## src/rtl/matadd_pipe.sv

```systemverilog
// Streaming ROWSxCOLS signed matrix add/subtract with wrap or saturate per beat.
// Two registered stages with valid/ready on both sides; one matrix per cycle.
module matadd_pipe #(
  parameter int ROWS  = 2,
  parameter int COLS  = 3,
  parameter int WIDTH = 32
) (
  input  logic                        clk,
  input  logic                        rst,
  input  logic                        in_valid,
  output logic                        in_ready,
  input  logic [1:0]                  in_op,
  input  logic [ROWS*COLS*WIDTH-1:0]  in_a,
  input  logic [ROWS*COLS*WIDTH-1:0]  in_b,
  output logic                        out_valid,
  input  logic                        out_ready,
  output logic [ROWS*COLS*WIDTH-1:0]  out_res,
  output logic [ROWS*COLS-1:0]        out_ovf
);

  localparam int N  = ROWS * COLS;
  localparam int DW = N * WIDTH;

  typedef enum logic [1:0] {
    OP_ADD_WRAP = 2'd0,
    OP_SUB_WRAP = 2'd1,
    OP_ADD_SAT  = 2'd2,
    OP_SUB_SAT  = 2'd3
  } op_e;

  logic          s1_valid_q, s1_valid_d;
  logic [DW-1:0] s1_a_q, s1_a_d;
  logic [DW-1:0] s1_b_q, s1_b_d;
  op_e           s1_op_q, s1_op_d;

  logic          s2_valid_q, s2_valid_d;
  logic [DW-1:0] s2_res_q, s2_res_d;
  logic [N-1:0]  s2_ovf_q, s2_ovf_d;

  logic s1_load, s2_load, accept;
  logic op_sub, op_sat;

  // Flow control: S2 drains into the consumer, S1 refills whenever it empties into S2.
  always_comb begin
    s2_load    = s1_valid_q && (!s2_valid_q || out_ready);
    s1_load    = !s1_valid_q || s2_load;
    in_ready   = !rst && s1_load;
    accept     = in_valid && in_ready;
    s1_valid_d = s1_load ? accept : s1_valid_q;
    s1_a_d     = accept ? in_a : s1_a_q;
    s1_b_d     = accept ? in_b : s1_b_q;
    s1_op_d    = accept ? op_e'(in_op) : s1_op_q;
    s2_valid_d = s2_load || (s2_valid_q && !out_ready);
  end

  assign op_sub = (s1_op_q == OP_SUB_WRAP) || (s1_op_q == OP_SUB_SAT);
  assign op_sat = (s1_op_q == OP_ADD_SAT)  || (s1_op_q == OP_SUB_SAT);

  // Each element is evaluated one bit wider so the true result and its overflow are exact.
  always_comb begin
    logic [WIDTH:0] ext_a, ext_b, sum;
    logic           ovf;
    s2_res_d = s2_res_q;
    s2_ovf_d = s2_ovf_q;
    ext_a    = '0;
    ext_b    = '0;
    sum      = '0;
    ovf      = 1'b0;
    if (s2_load) begin
      for (int k = 0; k < N; k++) begin
        ext_a = {s1_a_q[k*WIDTH + WIDTH-1], s1_a_q[k*WIDTH +: WIDTH]};
        ext_b = {s1_b_q[k*WIDTH + WIDTH-1], s1_b_q[k*WIDTH +: WIDTH]};
        sum   = op_sub ? (ext_a - ext_b) : (ext_a + ext_b);
        ovf   = sum[WIDTH] ^ sum[WIDTH-1];
        s2_ovf_d[k] = ovf;
        if (op_sat && ovf)
          s2_res_d[k*WIDTH +: WIDTH] = sum[WIDTH] ? {1'b1, {(WIDTH-1){1'b0}}}
                                                  : {1'b0, {(WIDTH-1){1'b1}}};
        else
          s2_res_d[k*WIDTH +: WIDTH] = sum[WIDTH-1:0];
      end
    end
  end

  // NOTE: sequential state uses non-blocking assignments so every flop samples pre-edge values.
  always_ff @(posedge clk) begin
    if (rst) begin
      s1_valid_q <= 1'b0;
      s2_valid_q <= 1'b0;
      s2_res_q   <= '0;
      s2_ovf_q   <= '0;
    end else begin
      s1_valid_q <= s1_valid_d;
      s2_valid_q <= s2_valid_d;
      s2_res_q   <= s2_res_d;
      s2_ovf_q   <= s2_ovf_d;
    end
  end

  // NOTE: S1 operands are qualified by s1_valid_q, so they carry no reset; the S2
  // result is reset only because the outputs must read zero straight after reset.
  always_ff @(posedge clk) begin
    s1_a_q  <= s1_a_d;
    s1_b_q  <= s1_b_d;
    s1_op_q <= s1_op_d;
  end

  assign out_valid = s2_valid_q;
  assign out_res   = s2_res_q;
  assign out_ovf   = s2_ovf_q;

endmodule

```

## config.mk

```make
export PLATFORM = sky130hd
export DESIGN_NAME = matadd_pipe
export DESIGN_NICKNAME = d
export VERILOG_FILES = /design/src/rtl/matadd_pipe.sv
export SDC_FILE = /design/constraint.sdc
export NUM_CORES = 1
export LEC_CHECK = 0
export CAP_MARGIN = 20
export CORE_MARGIN = 3
export CORE_UTILIZATION = 54
export CTS_BUF_LIST = sky130_fd_sc_hd__clkbuf_8 sky130_fd_sc_hd__clkbuf_16
export CTS_CLUSTER_SIZE = 16
export DETAILED_ROUTE_END_ITERATION = 6
export PLACE_DENSITY = 0.82
export SETUP_SLACK_MARGIN = 0.3
export SYNTH_ARGS = -nofsm -noshare
export SYNTH_HDL_FRONTEND = slang
export SYNTH_SLANG_ARGS = --single-unit
```

## constraint.sdc

```tcl
create_clock -name clk -period 17 [get_ports clk]
set_input_delay 3.4 -clock clk [delete_from_list [all_inputs] [get_ports clk]]
set_output_delay 3.4 -clock clk [all_outputs]
set_load 0.1 [all_outputs]
```

## Yosys cells after proc, flatten, opt, wreduce, memory -nomap -nowiden

Index checks and enable logic that the tools add are counted.

| cells by class | value |
|---|---|
| mux-type cells | 18 |
| reduce and logical (&&, ||, !) cells | 19 |
| add/subtract/negate cells | 12 |
| bitwise operators | 6 |
| equal/unequal tests | 3 |

Operators by type and width:

| kind | count |
|---|---|
| 32-bit two-way mux | 12 |
| 32-bit by 32-bit adder with 33-bit output | 6 |
| 33-bit two-way mux | 6 |
| 32-bit by 32-bit subtractor with 33-bit output | 6 |
| 1-bit logical AND | 10 |
| 1-bit XOR | 6 |
| 1-bit logical OR | 5 |
| 2-bit == test, second input constant | 2 |
| 1-bit zero test | 4 |
| 2-bit by 1-bit == test with 1-bit output, second input constant | 1 |

| storage, ports and cells | value |
|---|---|
| input port bits | 390 |
| output and inout port bits | 200 |
| register bits | 586 |

## Logic depth before layout (Yosys ltp)

Gate-level depths: netlist of run 1.

| depth | value |
|---|---|
| word-level depth | 6 |
| depth in mapped cells | 20 |
| depth with buffers taken out | 19 |

## Least setup slack after synthesis of run 1

OpenSTA, ideal clock, no wires.

| timing | value |
|---|---|
| path type | input to register |
| from | input port rst |
| to | register s1_a_q[0] (enable) |
| slack | 2270 ps |
| cell stages on the path | 3 |
| path buffers | 1 |
| data arrival time | 13939 ps |
| cells stage by stage | clkbuf_1 > a21oi_1 > and2_1 |

| on the way | value |
|---|---|
| word-level cells in the longest chain between the ends | 3 |

RTL lines:

| element | line | source |
|---|---|---|
| start: declaration | 9 | `input logic rst,` |
| 1-bit zero test | 47 | `in_ready = !rst && s1_load;` |
| 1-bit logical AND | 47 |  |
| via in_ready | 11 | `output logic in_ready,` |
| 1-bit logical AND | 48 | `accept = in_valid && in_ready;` |
| via accept | 40 | `logic s1_load, s2_load, accept;` |
| end signal: assignment | 103 | `s1_a_q <= s1_a_d;` |
| end: declaration | 32 | `logic [DW-1:0] s1_a_q, s1_a_d;` |

The timed path passes the listed nets, and every way through them passes these cells.
A chain may end at the register's enable or synchronous reset.

## Worst setup path in the final report of run 1

| timing | value |
|---|---|
| from | input port rst |
| to | output port in_ready |

| on the way | value |
|---|---|
| word-level cells in the longest chain between the ends | 2 |

RTL lines:

| element | line |
|---|---|
| 1-bit zero test | 47 |
| 1-bit logical AND | 47 |
| end: declaration | 11 |

No other way between the ends.

==> insert_results.sql, run 1 <==
INSERT INTO impl_metrics (metric_group, metric, value, unit) VALUES
('critical_path', 'setup.reg_to_reg.worst_slack', '11.02', 'ns'),
('global_routing', 'grt_usage', '29.3', '%'),
('yosys', 'synth_enable_flop_cells', '386', ''),
('layout', 'layout_common_cells', '588 x sky130_fd_sc_hd__clkdlybuf4s50_1, 386 x sky130_fd_sc_hd__edfxtp_1, 291 x sky130_fd_sc_hd__nor2_1', ''),
('floorplanning', 'rows', '90', ''),
('floorplanning', 'fp.coreArea', '60500', 'um2'),
('clock_network', 'cts_tree', 'built', ''),
('sta', 'rsz0062_at_grt', 'no', ''),
('critical_path', 'critical_path_arrival', '5.58', 'ns'),
('min_path', 'holdCritPathClass', 'register to register', ''),
('critical_path', 'worstRegToRegCells', '20', ''),
('yosys', 'synth_top_flop_cell', 'sky130_fd_sc_hd__edfxtp_1', ''),
('power_and_ir_drop', 'p_seq_share', '38.8', '%'),
('critical_path', 'setup.worst_path.start', 'rst', ''),
('critical_path', 'r2r-start', 's1_b_q[34]', ''),
('place', 'detailedPlacementHpwl', '72400', 'um'),
('power_and_ir_drop', 'netSwitchingPower', '1.42', 'mW'),
('clock_network', 'cts_resized', '0', ''),
('layout', 'num-fill-cells', '4511', ''),
('critical_path', 'slowest_stage', 'sky130_fd_sc_hd__clkdlybuf4s50_1', ''),
('drt', 'post_drt_via_cell_ratio', '6.00', ''),
('global_routing', 'grt_max_degree', '96', ''),
('clock_network', 'clock_sinks', '586', ''),
('drt', 'route.final.wire_length', '97200', 'um'),
('drt', 'dr_total_vias', '27400', ''),
('power_and_ir_drop', 'power_leakage', '15.5', 'nW'),
('global_routing', 'overflow', '0', ''),
('clock_network', 'cts.reportedPaths.clkPinSlew', '0.06', 'ns'),
('sta', 'timing_hold_violations_final', '0', ''),
('sta', 'max_slew.worst_pin.slew', '1.14', 'ns'),
('layout', 'nNetsFinal', '4311', ''),
('critical_path', 'timing.setup.critical_path_class', 'primary input to output pin', ''),
('sta', 'slew_viol_final', '0', ''),
('critical_path', 'endpoint', 'in_ready', ''),
('yosys', 'ys_ff_latch', '586', ''),
('clock_network', 'postCtsSetupBuffers', '0', ''),
('clock_network', 'cts_made_buffers', '66', ''),
('outcome', 'status', 'finished, final reports clean', ''),
('sta', 'max_clock_freq', '111', 'MHz'),
('critical_path', 'setup.worst_path.end_class', 'output pin', ''),
('yosys', 'yosys.cell_types.count', '92', ''),
('sta', 'total_negative_setup_slacks', '0', 'ns'),
('critical_path', 'worst_path_most_repeated_cell', 'sky130_fd_sc_hd__clkdlybuf4s50_1', ''),
('power_and_ir_drop', 'power.internal', '2.91', 'mW'),
('job', 'drv_cap', '0', ''),
('critical_path', 'reg2reg_to', 'out_res[32]', ''),
('layout', 'drive_above_1_share', '6.26', '%'),
('place', 'numPortBuffers', '589', ''),
('drt', 'drt_initial_violations', '2443', ''),
('sta', 'finalHoldWorstSlack', '0.476', 'ns'),
('layout', 'layout.cells.most_common', 'sky130_fd_sc_hd__clkdlybuf4s50_1', ''),
('sta', 'total_of_endpoints_with_negative_setup_slack_in_the_final_report', '0', ''),
('critical_path', 'worst_path_largest_cell_delay', '1.19', 'ns'),
('power_and_ir_drop', 'sw_frac_of_total', '32.7', '%'),
('floorplanning', 'initial_core_util', '54.6', '%'),
('floorplanning', 'die-area', '64200', 'um2'),
('drt', 'detail-route-antenna-nets', '0', ''),
('critical_path', 'worstPathMaxFanout', '8', ''),
('power_and_ir_drop', 'max-vdd-ir-drop', '0.0997', 'mV'),
('power_and_ir_drop', 'total_power', '4.32', 'mW'),
('sta', 'period_share', '52.8', '%'),
('drt', 'post-route-drc-count', '0', ''),
('floorplanning', 'dieWidth', '253', 'um'),
('sta', 'clock-skew-final', '0.0316', 'ns'),
('layout', 'syn_to_final_growth', '26.5', '%'),
('clock_network', 'worst_skew_pair.late_latency', '0.61', 'ns'),
('global_routing', 'grt_pass1_wl', '148000', 'um'),
('global_routing', 'antenna_found_initial', '13', ''),
('yosys', 'synthesis.area', '33000', 'um2'),
('place', 'gp_routability_congestion', '0.928', ''),
('floorplanning', 'num_io_pins', '590', '');
[worst min path at each step]
stage	cells past startpoint	from	end
after floorplan	2	s1_valid_q	out_valid
after CTS	2	out_ovf[3]	out_ovf[3]
after global routing	2	out_res[155]	out_res[155]
after detailed placement	2	out_ovf[3]	out_ovf[3]
final	2	out_ovf[3]	out_ovf[3]
after global placement	2	out_ovf[5]	out_ovf[5]
[power by group through the flow]
stage                     combinational, mW  clock, mW  sequential, mW
final                                  1.19       1.46            1.68
after global routing                   1.27       1.54            1.68
after CTS                              1.18       1.48            1.67
after detailed placement               1.17          0            1.70
after global placement                 1.16          0            1.70
after floorplan                       0.541          0            2.01
[final cells by class]
cell class              count  area [um2]  area share [%]
multi-input cells        2343       16500            39.4
flip-flops and latches    586       15600            37.3
repair buffers            613        6080            14.6
clock buffers              77        1860            4.45
well taps                 782         978            2.34
inverters                 107         402           0.961
clock inverters            43         377           0.901
diodes                     13        32.5          0.0779
[state kept, by name, indices dropped and copies added, names as in the netlist]
signal,count
out_res,192
s1_op_q,2
s1_b_q,192
out_ovf,6
s1_a_q,192
s1_valid_q,1
out_valid,1
[metal layers]
layer / up-vias / share of wire, % / GRT usage [%]
li1: 13100 / - / -
met1: 13000 / 40 / 37.3
met2: 1141 / 48 / 48.4
met3: 212 / 8.2 / 6.84
met4: 8 / 4.0 / 11.9
met5: - / 0.062 / 0
[worst max-delay path, delay by kind of cell]
kind	cells	cell delay (ns)
buf+inv	2	1.82
compound gates	1	0.35
[Yosys cell counts, types with 9 or more instances]
master | number | area, um2
sky130_fd_sc_hd__mux2i_1 | 12 | 120
sky130_fd_sc_hd__nor3_1 | 68 | 340
sky130_fd_sc_hd__and2_1 | 17 | 106
sky130_fd_sc_hd__o21bai_1 | 16 | 120
sky130_fd_sc_hd__a21oi_1 | 282 | 1410
sky130_fd_sc_hd__nand4_1 | 25 | 156
sky130_fd_sc_hd__buf_2 | 22 | 110
sky130_fd_sc_hd__and3_1 | 22 | 138
sky130_fd_sc_hd__o211ai_1 | 26 | 195
sky130_fd_sc_hd__clkbuf_1 | 100 | 375
sky130_fd_sc_hd__a211oi_1 | 120 | 901
sky130_fd_sc_hd__o21ai_0 | 195 | 976
sky130_fd_sc_hd__edfxtp_1 | 386 | 11600
sky130_fd_sc_hd__xor2_1 | 90 | 788
sky130_fd_sc_hd__or4_1 | 15 | 113
sky130_fd_sc_hd__a21o_1 | 97 | 728
sky130_fd_sc_hd__o31ai_1 | 13 | 97.6
sky130_fd_sc_hd__o21a_1 | 16 | 120
sky130_fd_sc_hd__nor2b_1 | 21 | 131
sky130_fd_sc_hd__nor2_1 | 291 | 1090
sky130_fd_sc_hd__nand3_1 | 39 | 195
sky130_fd_sc_hd__xnor2_1 | 272 | 2380
sky130_fd_sc_hd__a31oi_1 | 49 | 307
sky130_fd_sc_hd__nand2b_1 | 34 | 213
sky130_fd_sc_hd__a311oi_1 | 31 | 272
sky130_fd_sc_hd__or3_1 | 18 | 113
sky130_fd_sc_hd__ha_1 | 198 | 2480
sky130_fd_sc_hd__dfxtp_1 | 200 | 4000
sky130_fd_sc_hd__inv_1 | 106 | 398
sky130_fd_sc_hd__o221a_2 | 63 | 709
sky130_fd_sc_hd__a41oi_1 | 11 | 96.3
sky130_fd_sc_hd__a2111oi_0 | 9 | 78.8
sky130_fd_sc_hd__nor4_1 | 25 | 156
sky130_fd_sc_hd__nand2_1 | 127 | 477
[per-stage QoR]
| stage | cells | utilization (%) | setup WS (ns) | cell area, um2 |
|---|---|---|---|---|
| finish | 4564 | 69.1 | 8.02 | 41800 |
| floorplan | 3175 | - | 2.27 | 33000 |
| global placement | 4430 | 65.3 | 8.01 | 39500 |
| CTS | 4550 | 69.0 | 7.98 | 41700 |
| global route | 4559 | 69.1 | 7.96 | 41800 |
| detailed placement | 4430 | 65.3 | 7.99 | 39500 |
[logic make-up (layout without fill, tap and decap cells)]
family                   after synthesis  after routing  synth area share (%)
buffers and inverters                246            840                  3.16
multiplexers                          12             12                 0.364
adder cells (fa/ha/maj)              204            204                  7.86
other                                  0             13                     0
AO/OA/AOI/OAI                       1004           1004                  20.4
AND/OR/NAND/NOR                      760            760                  11.4
XOR/XNOR                             363            363                  9.65
flip-flops                           586            586                  47.2
(Power assumes the default switching activity.)
==> run 2: changes to the inputs <==
==> constraint.sdc (replaced) <==
create_clock -name clk -period 9.2 [get_ports clk]
set_input_delay 1.84 -clock clk [delete_from_list [all_inputs] [get_ports clk]]
set_output_delay 1.84 -clock clk [all_outputs]
set_load 0.1 [all_outputs]
==> run 2 against run 1 <==
Compared with the run above:
- clock-buffer cell count fell by 5
- first-iteration DRC count fell by 8.0%
- critical path depth rose by 16
- total power rose by 79%
- highest routed layer unchanged
- die area did not move
- combinational power rose by 85%
==> insert_results.sql, run 2 (synthesis results as in run 1) <==
INSERT INTO impl_metrics (metric_group, metric, value, unit) VALUES
('critical_path', 'setup.worst_path.end_class', 'register', ''),
('global_routing', 'overflow', '0', ''),
('layout', 'layout_common_cells', '589 x sky130_fd_sc_hd__clkdlybuf4s50_1, 386 x sky130_fd_sc_hd__edfxtp_1, 291 x sky130_fd_sc_hd__nor2_1', ''),
('sta', 'period_share', '64.0', '%'),
('critical_path', 'worstRegToRegCells', '19', ''),
('sta', 'timing_hold_violations_final', '0', ''),
('global_routing', 'antenna_found_initial', '10', ''),
('sta', 'total_of_endpoints_with_negative_setup_slack_in_the_final_report', '0', ''),
('drt', 'detail-route-antenna-nets', '0', ''),
('drt', 'route.final.wire_length', '96600', 'um'),
('critical_path', 'worstPathMaxFanout', '17', ''),
('place', 'detailedPlacementHpwl', '72900', 'um'),
('sta', 'total_negative_setup_slacks', '0', 'ns'),
('drt', 'post-route-drc-count', '0', ''),
('power_and_ir_drop', 'max-vdd-ir-drop', '0.162', 'mV'),
('critical_path', 'setup.reg_to_reg.worst_slack', '3.31', 'ns'),
('clock_network', 'holdBufCountCts', '0', ''),
('clock_network', 'cts_made_buffers', '61', ''),
('global_routing', 'grt_max_degree', '179', ''),
('place', 'gp_routability_congestion', '0.971', ''),
('min_path', 'worstHoldStart', 'out_ovf[3]', ''),
('drt', 'drt_initial_violations', '2248', ''),
('layout', 'nNetsFinal', '4305', ''),
('sta', 'slew-limit-headroom', '15.4', '%'),
('sta', 'max_slew.worst_pin.slew', '1.27', 'ns'),
('outcome', 'status', 'finished, final reports clean', ''),
('power_and_ir_drop', 'power_leakage', '15.4', 'nW'),
('min_path', 'min_path_cells', '2', ''),
('critical_path', 'timing.setup.critical_path_class', 'register to register', ''),
('sta', 'max_clock_freq', '170', 'MHz'),
('drt', 'drt_first_pass_iters', '7', ''),
('sta', 'finalHoldWorstSlack', '0.477', 'ns'),
('layout', 'layout.cells.most_common', 'sky130_fd_sc_hd__clkdlybuf4s50_1', ''),
('critical_path', 'worst-endpoint-required', '9.72', 'ns'),
('floorplanning', 'die-area', '64200', 'um2'),
('critical_path', 'start_kind', 'register', ''),
('clock_network', 'cts.reportedPaths.clkPinSlew', '0.06', 'ns'),
('sta', 'rsz0062_at_grt', 'no', ''),
('drt', 'dr_total_vias', '27100', ''),
('drt', 'wl_per_cell', '21.2', 'um'),
('layout', 'drive_above_1_share', '6.08', '%'),
('critical_path', 'r2r-start', 's1_b_q[130]', ''),
('floorplanning', 'dieWidth', '253', 'um'),
('floorplanning', 'initial_core_util', '54.6', '%'),
('global_routing', 'grt_usage', '29.0', '%'),
('global_routing', 'grt_pass1_wl', '146000', 'um'),
('clock_network', 'worst_skew_pair.late_latency', '0.63', 'ns'),
('job', 'drv_cap', '0', ''),
('place', 'numPortBuffers', '589', ''),
('min_path', 'holdCritPathClass', 'register to register', ''),
('sta', 'clock-skew-final', '0.0177', 'ns'),
('critical_path', 'reg2reg_to', 'out_res[128]', ''),
('clock_network', 'clock_sinks', '586', ''),
('global_routing', 'grt_pass1_vias', '26200', ''),
('layout', 'syn_to_final_growth', '25.9', '%'),
('power_and_ir_drop', 'total_power', '7.73', 'mW'),
('floorplanning', 'fp.dieH', '253', 'um'),
('floorplanning', 'num_io_pins', '590', ''),
('critical_path', 'critical_path_arrival', '6.41', 'ns'),
('sta', 'period_needed', '5.89', 'ns'),
('clock_network', 'postCtsSetupBuffers', '0', ''),
('drt', 'post_drt_via_cell_ratio', '5.95', ''),
('clock_network', 'cts_resized', '0', ''),
('power_and_ir_drop', 'powerDensity', '186', 'nW/um2'),
('layout', 'num-fill-cells', '4462', ''),
('floorplanning', 'rows', '90', ''),
('min_path', 'timing.hold.worst_endpoint', 'out_ovf[3]', ''),
('sta', 'slew_viol_final', '0', ''),
('clock_network', 'ctsLongestPathBuffers', '3', ''),
('clock_network', 'maximum_level_of_the_cts_h_tree', '2', ''),
('floorplanning', 'fp.coreArea', '60500', 'um2'),
('clock_network', 'cts_tree', 'built', ''),
('layout', 'layout.core_utilization', '68.8', '%'),
('clock_network', 'clock_tree_root_driver_cell', 'sky130_fd_sc_hd__clkbuf_16', '');
run 2: cell count changes in the layout (fill, tap and decap cells not counted), sizes merged:
cell and change:
inv +6, clkbuf -5, bufinv -4, clkinvlp -4, clkinv +3, buf -2, diode -2, clkdlybuf4s50 +1
run 2: critical path, stage by stage, from the launching register on:
cell and delay [ns]:
sky130_fd_sc_hd__edfxtp_1 0.44, sky130_fd_sc_hd__nor2_1 0.16, sky130_fd_sc_hd__nor4b_1 0.54, sky130_fd_sc_hd__nor4b_1 0.70, sky130_fd_sc_hd__and2_1 0.28, sky130_fd_sc_hd__nor2b_1 0.17, sky130_fd_sc_hd__nor2b_1 0.32, sky130_fd_sc_hd__a21oi_1 0.13
sky130_fd_sc_hd__xnor2_1 0.14, sky130_fd_sc_hd__ha_1 0.38, sky130_fd_sc_hd__a21o_1 0.22, sky130_fd_sc_hd__a21oi_1 0.27, sky130_fd_sc_hd__o211ai_1 0.17, sky130_fd_sc_hd__nand2_1 0.11, sky130_fd_sc_hd__mux2i_1 0.07, sky130_fd_sc_hd__a41o_1 0.23
sky130_fd_sc_hd__nor2_2 0.22, sky130_fd_sc_hd__nand3_1 0.55, sky130_fd_sc_hd__buf_8 0.38, sky130_fd_sc_hd__a311oi_1 0.28
run 2: area by class of cell:
class	instances	area, um2	area share [%]
Antenna cell	11	27.5	0.0662
Tap cell	782	978	2.35
Multi-Input combinational cell	2343	16500	39.6
Sequential cell	586	15600	37.5
Clock buffer	72	1730	4.17
Timing Repair Buffer	612	6110	14.7
Clock inverter	44	273	0.656
Inverter	107	402	0.966
run 2: per-layer routing:
metal	routed length (um)	up-vias	global-route usage [%]
met5	50	-	0
met4	3880	8	11.2
met3	7590	204	6.09
met2	45300	1076	47.9
met1	39700	12800	37.6
li1	-	13000	-
run 2: where the power goes:
part | total (mW) | internal, mW | switching (mW) | leakage (nW)
logic | 2.20 | 0.783 | 1.41 | 9.08
clock network | 2.43 | 1.39 | 1.04 | 1.05
registers | 3.10 | 2.98 | 0.118 | 5.27
run 2: worst max path at each step:
stage / slack, ns / start / endpoint
2_1_floorplan: 0.95 / rst / s1_a_q[0]
3_3_place_gp: 3.27 / s1_b_q[130] / out_res[151]
3_5_place_dp: 3.40 / s1_b_q[130] / out_res[128]
4_1_cts: 3.36 / s1_b_q[130] / out_res[128]
5_1_grt: 2.61 / s1_b_q[130] / out_res[144]
6_report: 3.31 / s1_b_q[130] / out_res[128]
run 2: per-stage QoR:
step / instance area (um2) / setup slack (ns) / instances
3_5_place_dp: 39600 / 3.40 / 4430
2_1_floorplan: 33000 / 0.954 / 3175
5_1_grt: 41600 / 2.61 / 4552
3_3_place_gp: 39500 / 3.27 / 4429
4_1_cts: 41600 / 3.36 / 4546
6_report: 41600 / 3.31 / 4557
